$ cat src/rtl/pipelined_carry_adder_pkg.sv
// Shared definitions for the pipelined carry adder.
// Holds only the mode encoding; widths stay module parameters.
package pipelined_carry_adder_pkg;

    typedef enum logic {
        MODE_ADD = 1'b0,
        MODE_SUB = 1'b1
    } mode_t;

endpackage

$ cat src/rtl/pipelined_carry_adder_if.sv
// Operand/result handshake bundle for the pipelined carry adder.
//   x, y, Cin, sub, in_valid     : operand side, driven by the producer
//   in_ready                     : adder can take an operand set this cycle
//   out, Cout, overflow, out_valid : result side, driven by the adder
//   out_ready                    : consumer takes the result this cycle
// master = producer/consumer side, slave = adder side.
interface pipelined_carry_adder_if #(
    parameter int data_width = 32
);
    logic [data_width-1:0] x;
    logic [data_width-1:0] y;
    logic                  Cin;
    logic                  sub;
    logic                  in_valid;
    logic                  in_ready;
    logic [data_width-1:0] out;
    logic                  Cout;
    logic                  overflow;
    logic                  out_valid;
    logic                  out_ready;

    modport master (
        output x, y, Cin, sub, in_valid, out_ready,
        input  in_ready, out, Cout, overflow, out_valid
    );

    modport slave (
        input  x, y, Cin, sub, in_valid, out_ready,
        output in_ready, out, Cout, overflow, out_valid
    );

endinterface

$ cat src/rtl/pipelined_carry_adder_adder_segment.sv
// Combinational width-bit carry adder used as one pipeline stage slice.
//   a, b  : segment operands
//   cin   : carry into bit 0
//   sum   : segment sum
//   cout  : carry out of the segment MSB
//   cmsb  : carry into the segment MSB (for signed overflow detection)
module adder_segment #(
    parameter int width = 8
) (
    input  logic [width-1:0] a,
    input  logic [width-1:0] b,
    input  logic             cin,
    output logic [width-1:0] sum,
    output logic             cout,
    output logic             cmsb
);
    logic [width:0] full;

    assign full = {1'b0, a} + {1'b0, b} + {{width{1'b0}}, cin};
    assign sum  = full[width-1:0];
    assign cout = full[width];
    // sum[msb] = a[msb] ^ b[msb] ^ carry_in[msb], so the MSB carry-in can be
    // recovered without a separate narrower adder.
    assign cmsb = full[width-1] ^ a[width-1] ^ b[width-1];

endmodule

$ cat src/rtl/pipelined_carry_adder.sv
// Pipelined ripple-by-segment adder/subtractor with valid/ready handshake.
//   clk      : clock, rising edge
//   reset_n  : asynchronous active-low reset
//   bus      : slave side of pipelined_carry_adder_if (operands in, result out)
// Stage k adds segment k; operands for higher segments are shifted down
// through skew registers and finished sum segments accumulate in place, so a
// whole result leaves the last stage at once after STAGES advances.
module pipelined_carry_adder #(
    parameter int data_width  = 32,
    parameter int stage_width = 8
) (
    input  logic                  clk,
    input  logic                  reset_n,
    pipelined_carry_adder_if.slave bus
);
    import pipelined_carry_adder_pkg::*;

    localparam int STAGES = data_width / stage_width;

    mode_t                 mode;
    logic [data_width-1:0] y_eff;
    logic                  c0;
    logic                  advance;

    // Per-stage pipeline registers. x_rem_q/y_rem_q hold the not-yet-added
    // operand bits already shifted down so segment 0 is always next.
    logic [data_width-1:0] sum_q   [STAGES];
    logic [data_width-1:0] x_rem_q [STAGES];
    logic [data_width-1:0] y_rem_q [STAGES];
    logic                  carry_q [STAGES];
    logic                  cmsb_q  [STAGES];
    logic                  valid_q [STAGES];

    assign mode  = mode_t'(bus.sub);
    assign y_eff = (mode == MODE_SUB) ? ~bus.y   : bus.y;
    assign c0    = (mode == MODE_SUB) ? ~bus.Cin : bus.Cin;

    // The whole pipeline moves together; it only stalls when a finished
    // result is waiting and the consumer is not taking it.
    assign bus.in_ready = ~(bus.out_valid & ~bus.out_ready);
    assign advance      = bus.in_ready;

    for (genvar k = 0; k < STAGES; k++) begin : g_stage
        logic [data_width-1:0]  a_in;
        logic [data_width-1:0]  b_in;
        logic [data_width-1:0]  sum_in;
        logic                   c_in;
        logic                   v_in;
        logic [stage_width-1:0] seg_sum;
        logic                   seg_cout;
        logic                   seg_cmsb;

        if (k == 0) begin : g_head
            assign a_in   = bus.x;
            assign b_in   = y_eff;
            assign sum_in = '0;
            assign c_in   = c0;
            assign v_in   = bus.in_valid;
        end else begin : g_body
            assign a_in   = x_rem_q[k-1];
            assign b_in   = y_rem_q[k-1];
            assign sum_in = sum_q[k-1];
            assign c_in   = carry_q[k-1];
            assign v_in   = valid_q[k-1];
        end

        adder_segment #(
            .width (stage_width)
        ) u_seg (
            .a    (a_in[stage_width-1:0]),
            .b    (b_in[stage_width-1:0]),
            .cin  (c_in),
            .sum  (seg_sum),
            .cout (seg_cout),
            .cmsb (seg_cmsb)
        );

        always_ff @(posedge clk or negedge reset_n) begin
            if (!reset_n) begin
                valid_q[k] <= 1'b0;
                sum_q[k]   <= '0;
                x_rem_q[k] <= '0;
                y_rem_q[k] <= '0;
                carry_q[k] <= 1'b0;
                cmsb_q[k]  <= 1'b0;
            end else if (advance) begin
                valid_q[k] <= v_in;
                sum_q[k]   <= sum_in | (data_width'(seg_sum) << (k * stage_width));
                x_rem_q[k] <= a_in >> stage_width;
                y_rem_q[k] <= b_in >> stage_width;
                carry_q[k] <= seg_cout;
                cmsb_q[k]  <= seg_cmsb;
            end
        end
    end

    assign bus.out       = sum_q[STAGES-1];
    assign bus.Cout      = carry_q[STAGES-1];
    assign bus.overflow  = carry_q[STAGES-1] ^ cmsb_q[STAGES-1];
    assign bus.out_valid = valid_q[STAGES-1];

endmodule

$ cat src/flat_wrapper.sv
// flat-port wrapper written by rule: the top's interface ports become plain ports
module pipelined_carry_adder_flat import pipelined_carry_adder_pkg::*;
#(
    parameter int data_width  = 32,
    parameter int stage_width = 8
)
  (clk, reset_n, bus_x, bus_y, bus_Cin, bus_sub, bus_in_valid, bus_out_ready, bus_in_ready, bus_out, bus_Cout, bus_overflow, bus_out_valid);
  pipelined_carry_adder_if #(.data_width(data_width)) bus_i ();
  input  logic clk;
  input  logic reset_n;
  input wire logic [$bits(bus_i.x)-1:0] bus_x;
  input wire logic [$bits(bus_i.y)-1:0] bus_y;
  input wire logic [$bits(bus_i.Cin)-1:0] bus_Cin;
  input wire logic [$bits(bus_i.sub)-1:0] bus_sub;
  input wire logic [$bits(bus_i.in_valid)-1:0] bus_in_valid;
  input wire logic [$bits(bus_i.out_ready)-1:0] bus_out_ready;
  output wire logic [$bits(bus_i.in_ready)-1:0] bus_in_ready;
  output wire logic [$bits(bus_i.out)-1:0] bus_out;
  output wire logic [$bits(bus_i.Cout)-1:0] bus_Cout;
  output wire logic [$bits(bus_i.overflow)-1:0] bus_overflow;
  output wire logic [$bits(bus_i.out_valid)-1:0] bus_out_valid;
  assign bus_i.x = bus_x;
  assign bus_i.y = bus_y;
  assign bus_i.Cin = bus_Cin;
  assign bus_i.sub = bus_sub;
  assign bus_i.in_valid = bus_in_valid;
  assign bus_i.out_ready = bus_out_ready;
  assign bus_in_ready = bus_i.in_ready;
  assign bus_out = bus_i.out;
  assign bus_Cout = bus_i.Cout;
  assign bus_overflow = bus_i.overflow;
  assign bus_out_valid = bus_i.out_valid;
  pipelined_carry_adder #(.data_width(data_width), .stage_width(stage_width)) u_core (.clk(clk), .reset_n(reset_n), .bus(bus_i));
endmodule
$ cat config.mk
export PLATFORM = sky130hd
export DESIGN_NAME = pipelined_carry_adder_flat
export DESIGN_NICKNAME = d
export VERILOG_FILES = /design/src/rtl/pipelined_carry_adder_pkg.sv /design/src/rtl/pipelined_carry_adder_if.sv /design/src/rtl/pipelined_carry_adder_adder_segment.sv /design/src/rtl/pipelined_carry_adder.sv /design/src/flat_wrapper.sv
export SDC_FILE = /design/constraint.sdc
export NUM_CORES = 1
export LEC_CHECK = 0
export ABC_AREA = 1
export BUFFER_PORTS_ARGS = -buffer_cell sky130_fd_sc_hd__buf_2
export CAP_MARGIN = 20
export CELL_PAD_IN_SITES_DETAIL_PLACEMENT = 0
export CELL_PAD_IN_SITES_GLOBAL_PLACEMENT = 2
export CORE_MARGIN = 4
export CORE_UTILIZATION = 35
export CTS_CLUSTER_DIAMETER = 50
export CTS_CLUSTER_SIZE = 10
export DETAILED_ROUTE_END_ITERATION = 8
export HOLD_SLACK_MARGIN = 0.08
export PLACE_DENSITY = 0.8
export REMOVE_ABC_BUFFERS = 1
export SLEW_MARGIN = 25
export SYNTH_ARGS = -nofsm -noshare
export SYNTH_HDL_FRONTEND = slang
export SYNTH_SLANG_ARGS = --single-unit
export TNS_END_PERCENT = 20
$ cat constraint.sdc
create_clock -name clk -period 2.9 [get_ports clk]
set_clock_uncertainty 0.2 [all_clocks]
set_input_delay 0.435 -clock clk [delete_from_list [all_inputs] [get_ports clk]]
set_output_delay 0.435 -clock clk [all_outputs]
set_load 0.005 [all_outputs]
# Yosys cells after proc, flatten, opt, wreduce, memory -nomap -nowiden
# Index checks and enable logic that the tools add are counted.
[word_totals]
latchBits = 0
memories = 0
romBits = 0
ramBits = 0
register_bits = 209
[classes]
eq_ne = 0
n_addsub = 8
n_mul = 0
n_reduce_logical = 0
bitwise_logic = 11
n_mux = 2
div = 0
shifts = 0
order_cmp = 0
[ops]
columns = ["op", "count"]
rows = [
  ["adder 8 x 8 -> 9 bit", 4],
  ["adder 9 x 1 -> 9 bit", 4],
  ["2-to-1 mux 32 bit", 1],
  ["inverter 32 bit", 1],
  ["OR 32 x 24 -> 32 bit", 1],
  ["OR 32 bit", 1],
  ["OR 8 x 16 -> 16 bit", 1],
  ["inverter 1 bit", 3],
  ["bitwise XOR 1 bit", 3],
  ["bitwise AND 1 bit", 1],
  ["2-to-1 mux 1 bit", 1],
]

# Longest topological paths before layout
# Gate-level depths: netlist of run 1.
[depth]
word_depth = 4
mapped_depth = 13
mapped_depth_nobuf = 11

# Modules after synthesis
# From an unflattened synthesis of run 1, not the netlist that was laid out.
[hier_totals]
hier_cells = 1077
hier_area_um2 = 8907.3
[by_module_without_submodules]
columns = ["mod", "seq_area_each_um2", "cells_per_inst", "area_each_um2", "n_inst"]
rows = [
  ["pipelined_carry_adder", 4629.4, 853, 7388.3, 1],
  ["adder_segment at u_core.g_stage[0].u_seg ...", 0.0, 56, 379.1, 3],
  ["adder_segment at u_core.g_stage[1].u_seg", 0.0, 56, 381.6, 1],
]

# Worst setup path after synthesis of run 1
# Ideal clock, no wire load.
[synth_timing]
kind = "input to register"
from = "input bus_sub"
to = "register u_core.sum_q (netlist bit u_core.g_stage[1].sum_in[6])"
path_stages = 13
setup_ns = 0.117
arrival_ns = 2.247
slack_ns = 0.336
cell_sequence = "buf_2 > buf_4 > xor2_1 > fa_1 > fa_1 > nand2_1 > nand2_1 > nand2_1 > a21oi_1 > nor2_1 > nand2_1 > nand3_1 > nand2_1"
[synth_between]
elab_chain_len = 3
[synth_rtl]
columns = ["element", "line", "source"]
rows = [
  ["start, declared", "flat_wrapper.sv:14", "input wire logic [$bits(bus_i.sub)-1:0] bus_sub;"],
  ["2-to-1 mux 32 bit", "pipelined_carry_adder.sv:35", "assign y_eff = (mode == MODE_SUB) ? ~bus.y : bus.y;"],
  ["adder 8 x 8 -> 9 bit", "pipelined_carry_adder_adder_segment.sv:19", "assign full = {1'b0, a} + {1'b0, b} + {{width{1'b0}}, cin};"],
  ["adder 9 x 1 -> 9 bit (*)", "pipelined_carry_adder_adder_segment.sv:19", ""],
  ["end signal, assigned by index", "pipelined_carry_adder.sv:88", "sum_q[k] <= sum_in | (data_width'(seg_sum) << (k * stage_width));"],
  ["end, declared", "pipelined_carry_adder.sv:27", "logic [data_width-1:0] sum_q [STAGES];"],
]
# Mark *: on every way between the ends. The rest lies on a longest branch, timed or not.
# A chain may end at the register's enable or synchronous reset.

# Worst setup path in the final report of run 1
[layout_timing]
from = "register u_core.carry_q (netlist bit u_core.g_stage[2].c_in)"
to = "register u_core.sum_q (netlist bit u_core.g_stage[3].sum_in[22])"
[layout_between]
elab_chain_len = 2
[layout_rtl]
columns = ["element", "line", "source"]
rows = [
  ["start, declared", "pipelined_carry_adder.sv:30", "logic carry_q [STAGES];"],
  ["start signal, assigned by index", "pipelined_carry_adder.sv:91", "carry_q[k] <= seg_cout;"],
  ["adder 9 x 1 -> 9 bit", "pipelined_carry_adder_adder_segment.sv:19", ""],
  ["OR 32 x 24 -> 32 bit", "pipelined_carry_adder.sv:88", ""],
]
# Every way passes these cells.

==> impl_metrics.yaml, run 1 <==
grt:
  grt_usage_pct: 14.27
  grt_first_pass_wirelength_microns: 31260
  antenna_found_initial: 1
  overflow: 0
  grt_max_degree: 110
  grt_pass1_vias: 6506
worst_setup_path:
  arrival_ns: 2.37
  cp-start-kind: "flip-flop"
  critPathMaxStageDelay_ns: 0.47
  r2r_slack_ns: 0.65
  required_ns: 3.02
  crit_family: "adder cells"
  r2r_cells: 7
  path_max_fanout: 4
  crit_chain: "fa_1, fa_1, nand4_1, nand3_1, or2_2, nand3_1, nand2_1"
  cp_slowest_cell: "fa_1"
  worstReg2RegStart: "u_core.g_stage[2].c_in"
  critPathBufInv: 0
  crit_path_end_kind: "flip-flop"
  path_class: "reg2reg"
  r2r_end: "u_core.g_stage[3].sum_in[22]"
logic_synthesis:
  synth-edff-count: 0
  synth_area_sq_um: 8518
  synthFlopType: "dfrtp_1"
  avgSynthCellArea_sq_um: 8.665
  ys_seq_elements: 185
  yosys-top-cells-count: "nand2_1 (458), dfrtp_1 (185), o21ai_0 (64)"
  syn_inst: 983
  yosys-top-cells-area: "dfrtp_1 (54%), nand2_1 (20%), ha_1 (4.1%)"
  yosysTopAreaCell: "dfrtp_1"
  synthArstFlopShare_pct: 100.0
  ys_warn_count: 0
  yosysMostFrequentCell: "nand2_1"
  ys_types: 31
  synth-seq-area-share_pct: 54.35
  synth_top_area_share_pct: 54.35
power:
  power.leakage_nw: 5.329
  peakVddDrop_uv: 537.7
  power_mw: 10.43
  p_per_area_nw_per_um2: 1018
route:
  dr.pass1.iters: 4
  route.detailed.drc: 0
  drtIter0Drc: 357
  antenna_left: 0
  viasPerCell: 4.438
  routed_wl_microns: 18170
  routedWlPerCell_microns: 12.65
  vias: 6373
place:
  placedInstanceArea_sq_um: 9351
  port_buffers: 105
  dpl.cell_count: 1373
  gp_congestion: 0.7473
  post-dp-hpwl_microns: 11780
  place_ws_ns: 0.3729
cells_and_area:
  finalNonFillerCells: 1436
  area_growth_pct: 20.30
  nFillCells: 2478
  final_nets: 1210
  design_area_sq_um: 10250
  drive_above_1_share_pct: 13.61
  n_antenna_cell: 0
  finish.utilization_pct: 43.27
sta:
  maxSlewViolCount: 0
  setup-tns-final_ns: 0
  rsz0062_at_grt: "false"
  holdWs_ns: 0.09730
  post-route-min-period_ns: 2.254
  max_freq_mhz: 443.7
  setup_viol: 0
  tightest_slew_ns: 0.4782
  fin_crit_sh_pct: 77.72
  slew_headroom_pct: 68.12
  worst_slack_ns: 0.6462
  finalHoldViolations: 0
clocking:
  cts.sinks: 185
  cts_buffers: 17
  ctsRootBufferMaster: "clkbuf_16"
  htree_levels: 4
  cts_buffer_depth: 2
  cts_tree: "built"
  insertion_delay_ns: 0.43
  cts_resized: 0
  post_cts_buffers: 0
  clk_pin_slew_worst_paths_ns: 0.07
floorplan:
  die_h_microns: 164.0
  coreArea_sq_um: 23680
  start_util_pct: 35.97
  die_x_microns: 164.0
  io_pins: 106
  die_area_sq_um: 26900
  core.rowCount: 56
worst_hold_path:
  hold_depth: 3
  holdPathEnd: "u_core.g_stage[1].b_in[18]"
  min_from: "bus_y[26]"
  hold_path.class: "in2reg"
job:
  cap_violations: 0
run_status:
  status: "finished clean"
## state kept, by name (all words and copies together), names as in the netlist
signal,cells
u_core.bus.Cout,1
u_core.bus.out,32
u_core.bus.out_valid,1
u_core.cmsb_q,1
u_core.g_stage.a_in,48
u_core.g_stage.b_in,48
u_core.g_stage.c_in,3
u_core.g_stage.sum_in,48
u_core.g_stage.v_in,3
## where the power goes
part           internal, mW  leakage, nW  switching, mW
registers              3.73         2.24          0.614
logic                  1.53         2.81           2.22
clock network          1.30        0.284           1.03
## layout make-up
type | count | area (sq um) | share of cell area, %
sequential | 185 | 4629 | 45.18
multi-input combinational | 700 | 3446 | 33.63
clock buffer | 19 | 442.9 | 4.322
tap | 319 | 399.1 | 3.895
timing repair buffer | 146 | 982.2 | 9.585
clock inverter | 13 | 142.6 | 1.392
inverter | 54 | 205.2 | 2.002
## cells by family after synthesis
group / share of synthesized area, %
buf+inv: 5.200
fa+ha+maj: 5.993
xor+xnor: 3.907
simple gates: 24.06
compound gates: 6.492
flops: 54.35
## worst max path at each step
stage          slack, ns                           end              startpoint  cells past startpoint
2_1_floorplan      -2.05   u_core.g_stage[1].sum_in[2]           bus_out_ready                      3
3_3_place_gp        0.39        u_core.g_stage[1].c_in                 bus_sub                     12
3_5_place_dp        0.37        u_core.g_stage[1].c_in                 bus_sub                     12
4_1_cts             0.64  u_core.g_stage[3].sum_in[22]  u_core.g_stage[2].c_in                      7
5_1_grt             0.55  u_core.g_stage[3].sum_in[22]  u_core.g_stage[2].c_in                      7
6_report            0.65  u_core.g_stage[3].sum_in[22]  u_core.g_stage[2].c_in                      7
## timing repair
action,4_1_cts,5_1_grt
endpoints found under the hold margin,82,0
setup endpoints to repair,0,0
hold buffers,31,0
## metal layers
layer	vias to the layer above	share of wire, %	GRT usage, %	routed length [microns]
li1	3325	-	-	-
met3	17	3.5	3.162	639
met5	-	0	0	0
met4	0	0.99	3.660	179
met2	92	45	22.44	8175
met1	2939	51	20.12	9178
## cell usage in the layout, fill, tap and decap left out, types with 3 or more instances in the layout
cell	count
a21oi_1	20
inv_6	3
xnor2_1	27
nor2_1	13
o21ai_0	64
nand3b_1	5
nand4_1	5
nand3_1	29
ha_1	28
or2_2	3
a31oi_1	5
xor2_1	11
buf_4	5
buf_12	5
fa_1	8
clkinv_4	3
buf_2	104
inv_1	53
dlygate4sd3_1	31
a21o_1	3
clkinv_2	3
nand2_1	458
dfrtp_1	185
o21ai_1	10
clkbuf_16	17
## tightest hold or removal path: stages
cell and delay, ns:
buf_2 0.09, xnor2_1 0.10, o21ai_0 0.06
No activity file was read; power rests on OpenSTA's default activity.
==> run 2, diff against run 1 <==
CORE_UTILIZATION = 32   (was 35)
PLACE_DENSITY = 0.77   (was 0.8)
clock period = 1.82 ns   (was 2.9 ns; I/O delays follow)
==> run 2 against run 1 <==
Compared with the run above: the flow now finishes with violations (setup timing); die area grew 8.9%; largest power group unchanged; sequential power grew 60%; wire length up 4.6%; sequential share of layout area shrank 2.7 points.
==> impl_metrics.yaml, run 2 (synthesis results as in run 1) <==
floorplan:
  die_x_microns: 171.2
  core.rowCount: 59
  die_area_sq_um: 29290
  die_h_microns: 171.2
  io_pins: 106
  start_util_pct: 32.60
  coreArea_sq_um: 26130
worst_setup_path:
  worstReg2RegStart: "u_core.g_stage[2].b_in[0]"
  r2r_end: "u_core.g_stage[3].sum_in[22]"
  r2r_slack_ns: -0.19
  arrival_ns: 2.12
  cp-start-kind: "flip-flop"
  required_ns: 1.93
  path_max_fanout: 2
  r2r_cells: 7
  path_class: "reg2reg"
  crit_path_end_kind: "flip-flop"
cells_and_area:
  final_common_cell: "nand2_1"
  area_growth_pct: 27.88
  layout_common_cells: "nand2_1 (447), dfrtp_1 (185), buf_2 (104), o21ai_0 (57), inv_1 (53)"
  drive_above_1_share_pct: 18.66
  final_nets: 1261
  finish.utilization_pct: 41.68
  design_area_sq_um: 10890
  n_antenna_cell: 0
  finalNonFillerCells: 1503
clocking:
  htree_levels: 4
  cts_buffers: 17
  cts_buffer_depth: 2
  cts.sinks: 185
  clk_pin_slew_worst_paths_ns: 0.07
  cts_tree: "built"
  insertion_delay_ns: 0.42
  ctsRootBufferMaster: "clkbuf_16"
sta:
  tightest_slew_ns: 0.3500
  max_freq_mhz: 496.9
  fin_crit_sh_pct: 110.6
  setup_viol: 11
  slew_headroom_pct: 76.67
  worst_slack_ns: -0.1924
  post-route-min-period_ns: 2.012
  rsz0062_at_grt: "true"
  maxSlewViolCount: 0
  finalHoldViolations: 0
  holdWs_ns: 0.1082
grt:
  antenna_found_initial: 0
  grt_first_pass_wirelength_microns: 32080
  overflow: 0
  grt_usage_pct: 13.40
  grt_pass1_vias: 6552
  grt_max_degree: 69
worst_hold_path:
  hold_path.class: "in2async"
place:
  gp_congestion: 0.7388
  port_buffers: 105
  post-dp-hpwl_microns: 12510
  placedInstanceArea_sq_um: 9624
  dpl.cell_count: 1416
run_status:
  status: "finished, violations left"
  violations: "setup timing"
route:
  routed_wl_microns: 19010
  dr.pass1.iters: 4
  vias: 6566
  viasPerCell: 4.369
  route.detailed.drc: 0
  drtIter0Drc: 308
  routedWlPerCell_microns: 12.65
  antenna_left: 0
power:
  power_mw: 17.30
  power.leakage_nw: 5.597
  p_per_area_nw_per_um2: 1589
  peakVddDrop_uv: 477.8
job:
  cap_violations: 0
-- run 2: cell type report --
| type | instances | area (sq um) |
|---|---|---|
| inverter | 54 | 205.2 |
| sequential | 185 | 4629 |
| multi-input combinational | 700 | 3610 |
| tap | 335 | 419.2 |
| clock inverter | 8 | 62.56 |
| timing repair buffer | 197 | 1475 |
| fill | 2732 | 15240 |
| clock buffer | 24 | 491.7 |
-- run 2: per-stage QoR --
stage / setup TNS (ns) / setup WS, ns
6_report: -1.457 / -0.1924
3_3_place_gp: -5.611 / -0.4698
2_1_floorplan: -472.53 / -3.097
4_1_cts: -1.900 / -0.2193
3_5_place_dp: -6.120 / -0.5186
5_1_grt: -2.939 / -0.2870
-- run 2: worst max path at each step --
| stage | from | to | slack [ns] | depth (start not counted) |
|---|---|---|---|---|
| floorplan | u_core.bus.out_valid | u_core.g_stage[1].sum_in[2] | -3.10 | 4 |
| global placement | bus_sub | u_core.g_stage[1].c_in | -0.47 | 12 |
| detailed placement | bus_sub | u_core.g_stage[1].c_in | -0.52 | 12 |
| CTS | u_core.g_stage[2].a_in[0] | u_core.g_stage[3].sum_in[22] | -0.22 | 7 |
| global route | u_core.g_stage[2].b_in[0] | u_core.g_stage[3].sum_in[22] | -0.29 | 7 |
| finish | u_core.g_stage[2].b_in[0] | u_core.g_stage[3].sum_in[22] | -0.19 | 7 |
-- run 2: repair_timing --
action | CTS | global route
pin swaps | 13 | 9
hold endpoints to repair | 236 | 0
gates resized for setup | 24 | 25
endpoints found under the setup margin | 21 | 23
setup buffers | 3 | 0
hold buffers | 52 | 0
-- run 2: layer usage --
metal | up-vias | track usage [%] | part of all wire, %
li1 | 3422 | - | -
met1 | 3062 | 18.68 | 51
met4 | 0 | 2.894 | 0.70
met3 | 7 | 2.842 | 2.9
met5 | - | 0 | 0
met2 | 75 | 21.63 | 45
-- run 2: report_power, final --
part / internal, mW / total (mW) / switching, mW
clock: 1.91 / 3.54 / 1.62
sequential: 5.94 / 6.95 / 1.01
combinational: 3.00 / 6.82 / 3.82
total: 10.8 / 17.3 / 6.45
-- run 2: worst max-delay path, cell delays in order, from the launching register on --
cell and delay, ns:
dfrtp_1 0.41, fa_2 0.42, fa_2 0.37, nand4_1 0.10
nand3_2 0.08, or2_4 0.24, nand3_2 0.05, nand2_1 0.05
